`src/rtl/vm_pkg.sv`:
```
`default_nettype none
//============================================================================
// Module   : vm_pkg
// Brief    : Shared constants and types for the vending-machine config master:
//            price register map, error codes, FSM encodings, coin codes.
// Revision : 1.0 - initial release
//============================================================================
package vm_pkg;

  // Price register map of the vending machine slave
  localparam logic [15:0] ADDR_TEA    = 16'h0000;
  localparam logic [15:0] ADDR_COFFEE = 16'h0004;
  localparam logic [15:0] ADDR_MILK   = 16'h0008;

  // err_code encodings
  localparam logic [1:0] ERR_NONE     = 2'b00;
  localparam logic [1:0] ERR_MISMATCH = 2'b01;
  localparam logic [1:0] ERR_TIMEOUT  = 2'b10;

  // Coin codes accepted by the machine
  localparam logic [1:0] COIN_NONE = 2'b00;
  localparam logic [1:0] COIN_5    = 2'b01;
  localparam logic [1:0] COIN_10   = 2'b10;
  localparam logic [1:0] COIN_25   = 2'b11;

  // Shared FSM encoding; the transfer engine uses IDLE/REQ/GAP, the
  // sequencer uses IDLE/REQ (transfer in flight)/DONE/ERR.
  typedef enum logic [2:0] {
    S_IDLE = 3'd0,
    S_REQ  = 3'd1,
    S_GAP  = 3'd2,
    S_DONE = 3'd3,
    S_ERR  = 3'd4
  } vm_state_t;

  // Map a sequence index (0-2 writes, 3-5 reads) to its price register
  function automatic logic [1:0] reg_of(input logic [2:0] idx);
    case (idx)
      3'd1, 3'd4: reg_of = 2'd1;
      3'd2, 3'd5: reg_of = 2'd2;
      default:    reg_of = 2'd0;
    endcase
  endfunction

endpackage
`default_nettype wire

```
`src/rtl/vm_bus_xfer.sv`:
```
`default_nettype none
//============================================================================
// Module   : vm_bus_xfer
// Brief    : Single pvalid/pready transfer engine. Raises pvalid on go, waits
//            for pready, then waits for pready to fall before accepting the
//            next go. Aborts with tmo if either wait exceeds TIMEOUT_CYCLES.
// Revision : 1.0 - initial release
//============================================================================
module vm_bus_xfer #(
  parameter int TIMEOUT_CYCLES = 16
) (
  input  logic        pclk,
  input  logic        prst,
  input  logic        go,
  input  logic        go_wr,
  input  logic [15:0] go_addr,
  input  logic [15:0] go_wdata,
  input  logic        abort,
  input  logic        pready,
  output logic        pvalid,
  output logic        wr_rd,
  output logic [15:0] paddr,
  output logic [15:0] pwdata,
  output logic        ack,
  output logic        fin,
  output logic        tmo
);
  import vm_pkg::*;

  localparam int             CW         = $clog2(TIMEOUT_CYCLES);
  localparam logic [CW-1:0]  c_cnt_last = CW'(TIMEOUT_CYCLES - 1);

  vm_state_t     r_state, w_state_nxt;
  logic [CW-1:0] r_cnt, w_cnt_nxt;
  logic          r_pvalid, w_pvalid_nxt;
  logic          r_wr, w_wr_nxt;
  logic [15:0]   r_addr, w_addr_nxt;
  logic [15:0]   r_wdata, w_wdata_nxt;
  logic          w_load;

  // Handshake events seen on the current edge; ack wins over timeout
  assign ack = (r_state == S_REQ) && pready;
  assign fin = (r_state == S_GAP) && !pready;
  assign tmo = ((r_state == S_REQ) || (r_state == S_GAP)) && !ack && !fin &&
               (r_cnt == c_cnt_last);

  assign pvalid = r_pvalid;
  assign wr_rd  = r_wr;
  assign paddr  = r_addr;
  assign pwdata = r_wdata;

  // Next-state and next bus values; a go in GAP chains straight into REQ
  always_comb begin
    w_state_nxt  = r_state;
    w_cnt_nxt    = r_cnt + 1'b1;
    w_pvalid_nxt = r_pvalid;
    w_wr_nxt     = r_wr;
    w_addr_nxt   = r_addr;
    w_wdata_nxt  = r_wdata;
    w_load       = 1'b0;
    case (r_state)
      S_IDLE: begin
        w_cnt_nxt = '0;
        w_load    = go;
      end
      S_REQ: begin
        if (ack) begin
          w_state_nxt  = S_GAP;
          w_cnt_nxt    = '0;
          w_pvalid_nxt = 1'b0;
        end else if (tmo) begin
          w_state_nxt  = S_IDLE;
          w_cnt_nxt    = '0;
          w_pvalid_nxt = 1'b0;
        end
      end
      S_GAP: begin
        if (fin) begin
          w_state_nxt = S_IDLE;
          w_cnt_nxt   = '0;
          w_load      = go;
        end else if (tmo) begin
          w_state_nxt = S_IDLE;
          w_cnt_nxt   = '0;
        end
      end
      default: begin
        w_state_nxt  = S_IDLE;
        w_cnt_nxt    = '0;
        w_pvalid_nxt = 1'b0;
      end
    endcase
    if (w_load) begin
      w_state_nxt  = S_REQ;
      w_cnt_nxt    = '0;
      w_pvalid_nxt = 1'b1;
      w_wr_nxt     = go_wr;
      w_addr_nxt   = go_addr;
      w_wdata_nxt  = go_wr ? go_wdata : 16'h0000;
    end
    if (abort) begin
      w_state_nxt  = S_IDLE;
      w_cnt_nxt    = '0;
      w_pvalid_nxt = 1'b0;
    end
  end

  // Engine state, timeout counter and registered bus outputs
  always_ff @(posedge pclk or negedge prst) begin
    if (!prst) begin
      r_state  <= S_IDLE;
      r_cnt    <= '0;
      r_pvalid <= 1'b0;
      r_wr     <= 1'b0;
      r_addr   <= 16'h0000;
      r_wdata  <= 16'h0000;
    end else begin
      r_state  <= w_state_nxt;
      r_cnt    <= w_cnt_nxt;
      r_pvalid <= w_pvalid_nxt;
      r_wr     <= w_wr_nxt;
      r_addr   <= w_addr_nxt;
      r_wdata  <= w_wdata_nxt;
    end
  end

endmodule
`default_nettype wire

```
`src/rtl/vm_cfg_master.sv`:
```
`default_nettype none
//============================================================================
// Module   : vm_cfg_master
// Brief    : Programs tea/coffee/milk prices into the vending machine over the
//            pvalid/pready bus on a start pulse and reports done or an error.
//            Build option VM_CFG_READBACK_EN adds a read-back of all three
//            registers with a low-byte compare; without it only the three
//            writes are issued.
// Revision : 1.0 - initial release
//============================================================================
module vm_cfg_master #(
  parameter int          TIMEOUT_CYCLES = 16,
  parameter logic [15:0] ADDR_TEA       = 16'h0000,
  parameter logic [15:0] ADDR_COFFEE    = 16'h0004,
  parameter logic [15:0] ADDR_MILK      = 16'h0008
) (
  input  logic        pclk,
  input  logic        prst,
  input  logic        start,
  input  logic [15:0] tea_cost_in,
  input  logic [15:0] coffee_cost_in,
  input  logic [15:0] milk_cost_in,
  output logic        pvalid,
  output logic        wr_rd,
  output logic [15:0] paddr,
  output logic [15:0] pwdata,
  input  logic        pready,
  input  logic [7:0]  prdata,
  output logic        busy,
  output logic        done,
  output logic        err,
  output logic [1:0]  err_code,
  output logic [1:0]  err_idx
);
  import vm_pkg::*;

`ifdef VM_CFG_READBACK_EN
  localparam logic [2:0] c_last_idx = 3'd5;
`else
  localparam logic [2:0] c_last_idx = 3'd2;
`endif
  localparam logic [2:0] c_first_read = 3'd3;

  vm_state_t   r_state, w_state_nxt;
  logic [2:0]  r_idx, w_idx_nxt;
  logic [15:0] r_tea_cost, w_tea_cost_nxt;
  logic [15:0] r_coffee_cost, w_coffee_cost_nxt;
  logic [15:0] r_milk_cost, w_milk_cost_nxt;
  logic        r_err, w_err_nxt;
  logic [1:0]  r_err_code, w_err_code_nxt;
  logic [1:0]  r_err_idx, w_err_idx_nxt;

  logic        w_go, w_abort, w_go_wr;
  logic [2:0]  w_go_idx;
  logic [1:0]  w_go_reg;
  logic [15:0] w_go_addr, w_go_cost, w_go_wdata;
  logic        w_ack, w_fin, w_tmo, w_mismatch;

  // Transfer descriptor for the next go; in IDLE the costs come straight from
  // the inputs because they are captured on the same edge the go is issued
  always_comb begin
    w_go_idx = (r_state == S_IDLE) ? 3'd0 : r_idx + 3'd1;
    w_go_reg = reg_of(w_go_idx);
    w_go_wr  = (w_go_idx < c_first_read);
    case (w_go_reg)
      2'd1: begin
        w_go_addr = ADDR_COFFEE;
        w_go_cost = (r_state == S_IDLE) ? coffee_cost_in : r_coffee_cost;
      end
      2'd2: begin
        w_go_addr = ADDR_MILK;
        w_go_cost = (r_state == S_IDLE) ? milk_cost_in : r_milk_cost;
      end
      default: begin
        w_go_addr = ADDR_TEA;
        w_go_cost = (r_state == S_IDLE) ? tea_cost_in : r_tea_cost;
      end
    endcase
    w_go_wdata = w_go_wr ? w_go_cost : 16'h0000;
  end

`ifdef VM_CFG_READBACK_EN
  logic [7:0] w_cur_lo;

  // Low byte of the price being read back; the slave only returns 8 bits
  always_comb begin
    case (reg_of(r_idx))
      2'd1:    w_cur_lo = r_coffee_cost[7:0];
      2'd2:    w_cur_lo = r_milk_cost[7:0];
      default: w_cur_lo = r_tea_cost[7:0];
    endcase
  end

  assign w_mismatch = w_ack && (r_idx >= c_first_read) && (prdata != w_cur_lo);
`else
  logic w_unused_rb;

  assign w_mismatch  = 1'b0;
  assign w_unused_rb = ^{prdata, w_ack};
`endif

  // Sequencer next-state: index stepping, error capture and engine control
  always_comb begin
    w_state_nxt       = r_state;
    w_idx_nxt         = r_idx;
    w_tea_cost_nxt    = r_tea_cost;
    w_coffee_cost_nxt = r_coffee_cost;
    w_milk_cost_nxt   = r_milk_cost;
    w_err_nxt         = r_err;
    w_err_code_nxt    = r_err_code;
    w_err_idx_nxt     = r_err_idx;
    w_go              = 1'b0;
    w_abort           = 1'b0;
    case (r_state)
      S_IDLE: begin
        if (start) begin
          w_state_nxt       = S_REQ;
          w_idx_nxt         = 3'd0;
          w_tea_cost_nxt    = tea_cost_in;
          w_coffee_cost_nxt = coffee_cost_in;
          w_milk_cost_nxt   = milk_cost_in;
          w_err_nxt         = 1'b0;
          w_err_code_nxt    = ERR_NONE;
          w_err_idx_nxt     = 2'd0;
          w_go              = 1'b1;
        end
      end
      S_REQ: begin
        if (w_tmo) begin
          w_state_nxt    = S_ERR;
          w_err_nxt      = 1'b1;
          w_err_code_nxt = ERR_TIMEOUT;
          w_err_idx_nxt  = reg_of(r_idx);
        end else if (w_mismatch) begin
          w_state_nxt    = S_ERR;
          w_err_nxt      = 1'b1;
          w_err_code_nxt = ERR_MISMATCH;
          w_err_idx_nxt  = reg_of(r_idx);
        end else if (w_fin) begin
          if (r_idx == c_last_idx) begin
            w_state_nxt = S_DONE;
          end else begin
            w_idx_nxt = r_idx + 3'd1;
            w_go      = 1'b1;
          end
        end
      end
      S_DONE: begin
        w_state_nxt = S_IDLE;
      end
      S_ERR: begin
        // Engine may still sit in GAP after a mismatch; park it
        w_abort     = 1'b1;
        w_state_nxt = S_IDLE;
      end
      default: begin
        w_state_nxt = S_IDLE;
      end
    endcase
  end

  // Sequencer state, captured prices and sticky error status
  always_ff @(posedge pclk or negedge prst) begin
    if (!prst) begin
      r_state       <= S_IDLE;
      r_idx         <= 3'd0;
      r_tea_cost    <= 16'h0000;
      r_coffee_cost <= 16'h0000;
      r_milk_cost   <= 16'h0000;
      r_err         <= 1'b0;
      r_err_code    <= ERR_NONE;
      r_err_idx     <= 2'd0;
    end else begin
      r_state       <= w_state_nxt;
      r_idx         <= w_idx_nxt;
      r_tea_cost    <= w_tea_cost_nxt;
      r_coffee_cost <= w_coffee_cost_nxt;
      r_milk_cost   <= w_milk_cost_nxt;
      r_err         <= w_err_nxt;
      r_err_code    <= w_err_code_nxt;
      r_err_idx     <= w_err_idx_nxt;
    end
  end

  assign busy     = (r_state == S_REQ);
  assign done     = (r_state == S_DONE);
  assign err      = r_err;
  assign err_code = r_err_code;
  assign err_idx  = r_err_idx;

  vm_bus_xfer #(
    .TIMEOUT_CYCLES (TIMEOUT_CYCLES)
  ) u_xfer (
    .pclk     (pclk),
    .prst     (prst),
    .go       (w_go),
    .go_wr    (w_go_wr),
    .go_addr  (w_go_addr),
    .go_wdata (w_go_wdata),
    .abort    (w_abort),
    .pready   (pready),
    .pvalid   (pvalid),
    .wr_rd    (wr_rd),
    .paddr    (paddr),
    .pwdata   (pwdata),
    .ack      (w_ack),
    .fin      (w_fin),
    .tmo      (w_tmo)
  );

endmodule
`default_nettype wire

```
`config.mk`:
```
export PLATFORM = sky130hd
export DESIGN_NAME = vm_cfg_master
export DESIGN_NICKNAME = d
export VERILOG_FILES = /design/src/rtl/vm_pkg.sv /design/src/rtl/vm_bus_xfer.sv /design/src/rtl/vm_cfg_master.sv
export SDC_FILE = /design/constraint.sdc
export NUM_CORES = 1
export LEC_CHECK = 0
export CORE_UTILIZATION = 60
export CTS_BUF_LIST = sky130_fd_sc_hd__clkbuf_4 sky130_fd_sc_hd__clkbuf_8
export CTS_CLUSTER_SIZE = 24
export DETAILED_ROUTE_END_ITERATION = 8
export DONT_BUFFER_PORTS = 1
export GPL_ROUTABILITY_DRIVEN = 0
export PLACE_DENSITY = 0.79
export SLEW_MARGIN = 20
export SYNTH_ARGS = -nofsm -noshare
export SYNTH_HDL_FRONTEND = slang
export SYNTH_SLANG_ARGS = --single-unit
```
`constraint.sdc`:
```
create_clock -name pclk -period 2.91 [get_ports pclk]
set_clock_uncertainty 0.2 [all_clocks]
set_input_delay 0.291 -clock pclk [delete_from_list [all_inputs] [get_ports pclk]]
set_output_delay 0.291 -clock pclk [all_outputs]
set_load 0.005 [all_outputs]
```
-- Yosys cells after proc, flatten, opt, wreduce, memory -nomap -nowiden
Cells that the tools add are included.
- muxes and demuxes: 52
- order comparisons: 1
- equal/unequal tests: 26
- reductions and logical operators: 22
- add/sub/neg operators: 2
- operator list (operator ; number):
    $mux W16 ; 4
    $mux W3 ; 14
    $pmux W16 S2 ; 1
    $mux W4 ; 5
    $pmux W2 S2 ; 4
    $pmux W4 S2 ; 2
    $eq A3 B3 Y1 const B ; 5
    $eq A3 B1 Y1 const B ; 4
    $eq A3 B2 Y1 const B ; 4
    $mux W1 ; 12
    $ne A3 B1 Y1 const B ; 4
    $pmux W3 S2 ; 2
    $reduce_or A2 Y1 ; 5
    $pmux W3 S3 ; 1
    $pmux W1 S2 ; 4
    $logic_not A3 Y1 ; 2
    $mux W2 ; 3
    $ne A2 B2 Y1 const B ; 3
    $reduce_and A3 Y1 ; 2
    $logic_and A1 B1 Y1 ; 5
    $ne A5 B1 Y1 const B ; 1
    $reduce_and A5 Y1 ; 1
    $add A4 B1 Y4 const B ; 1
    $eq A4 B4 Y1 const B ; 1
    other kinds (9) ; 13
- bits in registers: 100
- logic and storage cells: 117

-- Longest topological paths before layout
- depth in word-level cells: 12
- depth in mapped cells: 12
- depth with buffers taken out: 8

-- By module
Synthesis repeated with hierarchy kept, for this count alone.
- cell total of the unflattened synthesis: 433
- area, all modules: 5424.0 µm²
- by module, submodules not included (module ; area each (µm²) ; instances ; cells an instance):
    vm_cfg_master ; 3614.7 ; 1 ; 287
    vm_bus_xfer ; 1809.2 ; 1 ; 146

-- Worst setup path after synthesis
Ideal clock, no wire load.
- path type: register to register
- from: reg r_idx[0]
- to: reg u_xfer.r_wdata[5], in the netlist u_xfer.pwdata[5]
- setup slack: 0.082 ns
- arrival: 2.518 ns
- buffers on the path: 2
- cell stages (with the launch flop): 11
- required time: 2.600 ns
- setup time: 0.110 ns
- cell sequence: dfrtp_1 ha_1 xnor2_1 xnor2_1 or3_1 inv_1 ha_1 buf_1 clkbuf_1 a221oi_1 o41ai_1
- word-level cells in the longest chain between the ends: 8
- elaborated cells on any way between the ends: 21
- RTL lines (element ; line ; RTL):
    start, declared ; vm_cfg_master.sv:45 ; logic [2:0] r_idx, w_idx_nxt;
    start signal, assigned ; vm_cfg_master.sv:175 ; r_idx <= w_idx_nxt;
    $add A3 B1 Y3 ; vm_cfg_master.sv:62 ; w_go_idx = (r_state == S_IDLE) ? 3'd0 : r_idx + 3'd1;
    $mux W3 ; vm_cfg_master.sv:62 ;
    $eq A3 B2 Y1, or another cell as far along ; vm_pkg.sv:38 ; case (idx)
    $reduce_or A2 Y1 ; vm_pkg.sv:38 ;
    $pmux W2 S2 ; vm_pkg.sv:38 ;
    $eq A2 B2 Y1 / $eq A2 B1 Y1 (equally long branches) ; vm_cfg_master.sv:65 ; case (w_go_reg)
    $pmux W16 S2 ; vm_cfg_master.sv:65 ;
    $mux W16 ; vm_bus_xfer.sv:99 ; w_wdata_nxt = go_wr ? go_wdata : 16'h0000;
    end signal, assigned ; vm_bus_xfer.sv:123 ; r_wdata <= w_wdata_nxt;
    end, declared ; vm_bus_xfer.sv:38 ; logic [15:0] r_wdata, w_wdata_nxt;
Parallel ways exist; a longest one is shown, timed or not.
A chain may end at the register's enable or synchronous reset.

-- Worst setup path in the final report
- from: reg r_idx[0]
- to: reg u_xfer.r_wdata[6], in the netlist u_xfer.pwdata[6]
Same word-level chain as after synthesis.

==> results.toml <==
[status]
status = "completed"

[sta]
slew_headroom_pct = 50.7
worstMarginPinSlew_ps = 739
setup_viol = 0
hold_slack_ps = 15.4
min_period_ps = 2760
rsz0062_at_grt = "false"
fmax_mhz = 363
slew_violations = 0
fin_crit_sh_pct = 94.7
hold_viol = 0
fin_setup_tns_ps = 0

[routing]
via_per_inst = 6.01
drc = 0
num_vias = 3265
ant_nets = 0
first_pass_iters = 4
wl_mm = 10.2
wl_per_cell_um = 18.8
drtIter0Drc = 230

[logic_synthesis]
netlist-cell-type-count = 38
synthTopCellsByArea = "dfrtp_1, mux2_2, o41ai_2, nand2_1, a221oi_1"
syn-instance-count = 387
ys_ff_latch = 84
synth_top_area_cell = "dfrtp_1"
ys_async_sr_fraction_pct = 100
synth_area_um2 = 4460
netlist.area_leader.share_pct = 47.1
synthFlopType = "dfrtp_1"
synth.yosys.seq_area_share_pct = 47.1
synth_edf_count = 0
yosysWarningCount = 0
avgSynthCellArea_um2 = 11.5

[power_and_ir_drop]
power.leakage_nw = 2.47
ir_drop_mv = 0.269
power_density_nw_per_um2 = 484

[worst_setup_path]
reg2regPathDepth = 9
cp.required_ps = 2930
critical_path.max_fanout = 32
crit_top_cell = "ha_1"
reg2reg_to = "u_xfer.pwdata[6]"
r2r_slack_ps = 150
cp_slowest_cell = "dfrtp_1"
cpPeakStageDelay_ps = 420
end_kind = "flop"
cp.arrival_ps = 2770
r2r-start = "r_idx[0]"
start_kind = "flop"
crit_chain = "ha_1, xnor2_2, xnor2_1, or3_1, ha_1, buf_12, a221oi_1, buf_4, o41ai_2"
path_class = "flop to flop"

[cts]
root_buffer = "clkbuf_8"
numCtsBuffers = 9
clk_latency_ps = 340
htreeDepth = 3
clk_path_buf_depth = 2
clkSinkCount = 84
clk_pin_slew_ps = 80
cts_tree = "yes"

[global_routing]
grt_pass1_wl_mm = 15.9
track_usage_pct = 27.0
overflow = 0
antenna_found_initial = 0
grt_max_degree = 85
grt_pass1_vias = 3183

[job]
maxCapViolations = 0

[floorplan]
row_count = 31
die_h_um = 88.3
die_w_um = 88.3
num_io_pins = 101
initial_core_util_pct = 61.9
die_area_um2 = 7790
core_um2 = 7210

[place]
io_buffer_count = 0
place_inst = 475
dp_hpwl_mm = 6.22

[worst_hold_path]
min_delay_worst_endpoint = "u_xfer.pwdata[2]"
min_from = "tea_cost_in[2]"
hold_depth = 3
worstHoldPathType = "input port to flop"

[final_layout]
finalNetCount = 507
area_delta_synth_final_pct = 19.3
layout_common_cells = "dfrtp_1, mux2_2, dlygate4sd3_1"
stdcell_count = 543
final_common_cell = "dfrtp_1"
drive_gt1_share_pct = 30.0
antenna_cells = 0
synth_stat cells, drive strengths merged (2+ instances only):
cell type,count
mux2i,5
o21ai,5
inv,9
nor3,6
a21o,3
a21oi,2
o41ai,16
nand3,24
mux2,82
nor2,6
buf,30
nand2,38
or3,2
ha,8
and3,19
dfrtp,84
a221oi,16
clkbuf,14
xnor2,3
layout make-up:
| type | instances | area [um2] |
|---|---|---|
| Inverter | 9 | 33.8 |
| Clock inverter | 5 | 58.8 |
| Tap cell | 99 | 124 |
| Clock buffer | 11 | 151 |
| Fill cell | 483 | 1890 |
| Multi-Input combinational cell | 265 | 2150 |
| Sequential cell | 84 | 2100 |
| Timing Repair Buffer | 70 | 711 |
worst max-delay path by stage:
stage | slack, ps | end | start | cells past startpoint
2_1_floorplan | 80 | u_xfer.pwdata[5] | r_idx[0] | 10
6_report | 150 | u_xfer.pwdata[6] | r_idx[0] | 9
4_1_cts | 90 | u_xfer.pwdata[5] | r_idx[0] | 11
5_1_grt | 1 | u_xfer.pwdata[3] | r_idx[0] | 11
3_3_place_gp | 210 | u_xfer.pwdata[11] | r_idx[0] | 8
3_5_place_dp | 110 | u_xfer.pwdata[3] | r_idx[0] | 11
worst max-delay path: cells and delay by family (launching register included):
kind / cells / cell delay, ps
and+or+nand+nor: 1 / 390
DFF: 1 / 420
xor gates and xnor gates: 2 / 310
adders and majority gates: 2 / 620
buffers and inverters: 2 / 360
AOI/OAI and AO/OA: 2 / 320
flip-flops by register name, summed over array words and instances (netlist names):
| name | count |
|---|---|
| u_xfer.paddr | 2 |
| u_xfer.r_cnt | 4 |
| u_xfer.wr_rd | 1 |
| r_tea_cost | 16 |
| u_xfer.pwdata | 16 |
| r_coffee_cost | 16 |
| r_idx | 3 |
| r_milk_cost | 16 |
| err_code | 1 |
| u_xfer.pvalid | 1 |
| r_state | 3 |
| err_idx | 2 |
| u_xfer.r_state | 3 |
cells by family after synthesis:
kind of cell / count (synthesis) / synth area share (%)
AND/OR/NAND/NOR: 104 / 11.6
multiplexers: 87 / 21.8
flip-flops: 84 / 47.1
buffers and inverters: 53 / 6.50
AO/OA/AOI/OAI: 46 / 9.87
adder cells (fa/ha/maj): 8 / 2.24
XOR/XNOR: 4 / 0.785
other: 1 / 0.0840
metrics by stage:
step                      utilization, %  setup WS [ps]  instance area (um2)  power, mW
after global placement              63.4            209                 4570       1.63
after CTS                           73.7           87.1                 5320       2.59
after global routing                73.8           1.18                 5330       2.70
after detailed placement            63.4            111                 4570       1.65
final                               73.8            154                 5330       2.58
after floorplan                        -           82.0                 4520       1.56
per-layer routing:
layer  wire length [um]  part of all wire (%)  track usage (%)
met1               4520                    44             38.6
met2               4880                    48             41.3
met3                644                   6.3             5.32
met4                182                   1.8             9.38
met5                  0                     0                0
power breakdown:
part           internal, mW  switching, mW  total [mW]
registers              1.26         0.0571        1.32
clock network         0.445          0.417       0.862
logic                 0.225          0.167       0.392
total                  1.94          0.641        2.58
timing repair:
item | in CTS | in global routing
hold buffers | 52 | 0
setup buffers | 0 | 0
gates resized for setup | 0 | 1
endpoints found under the setup margin | 0 | 6
endpoints found under the hold margin | 137 | 0
(Power assumes the default switching activity.)
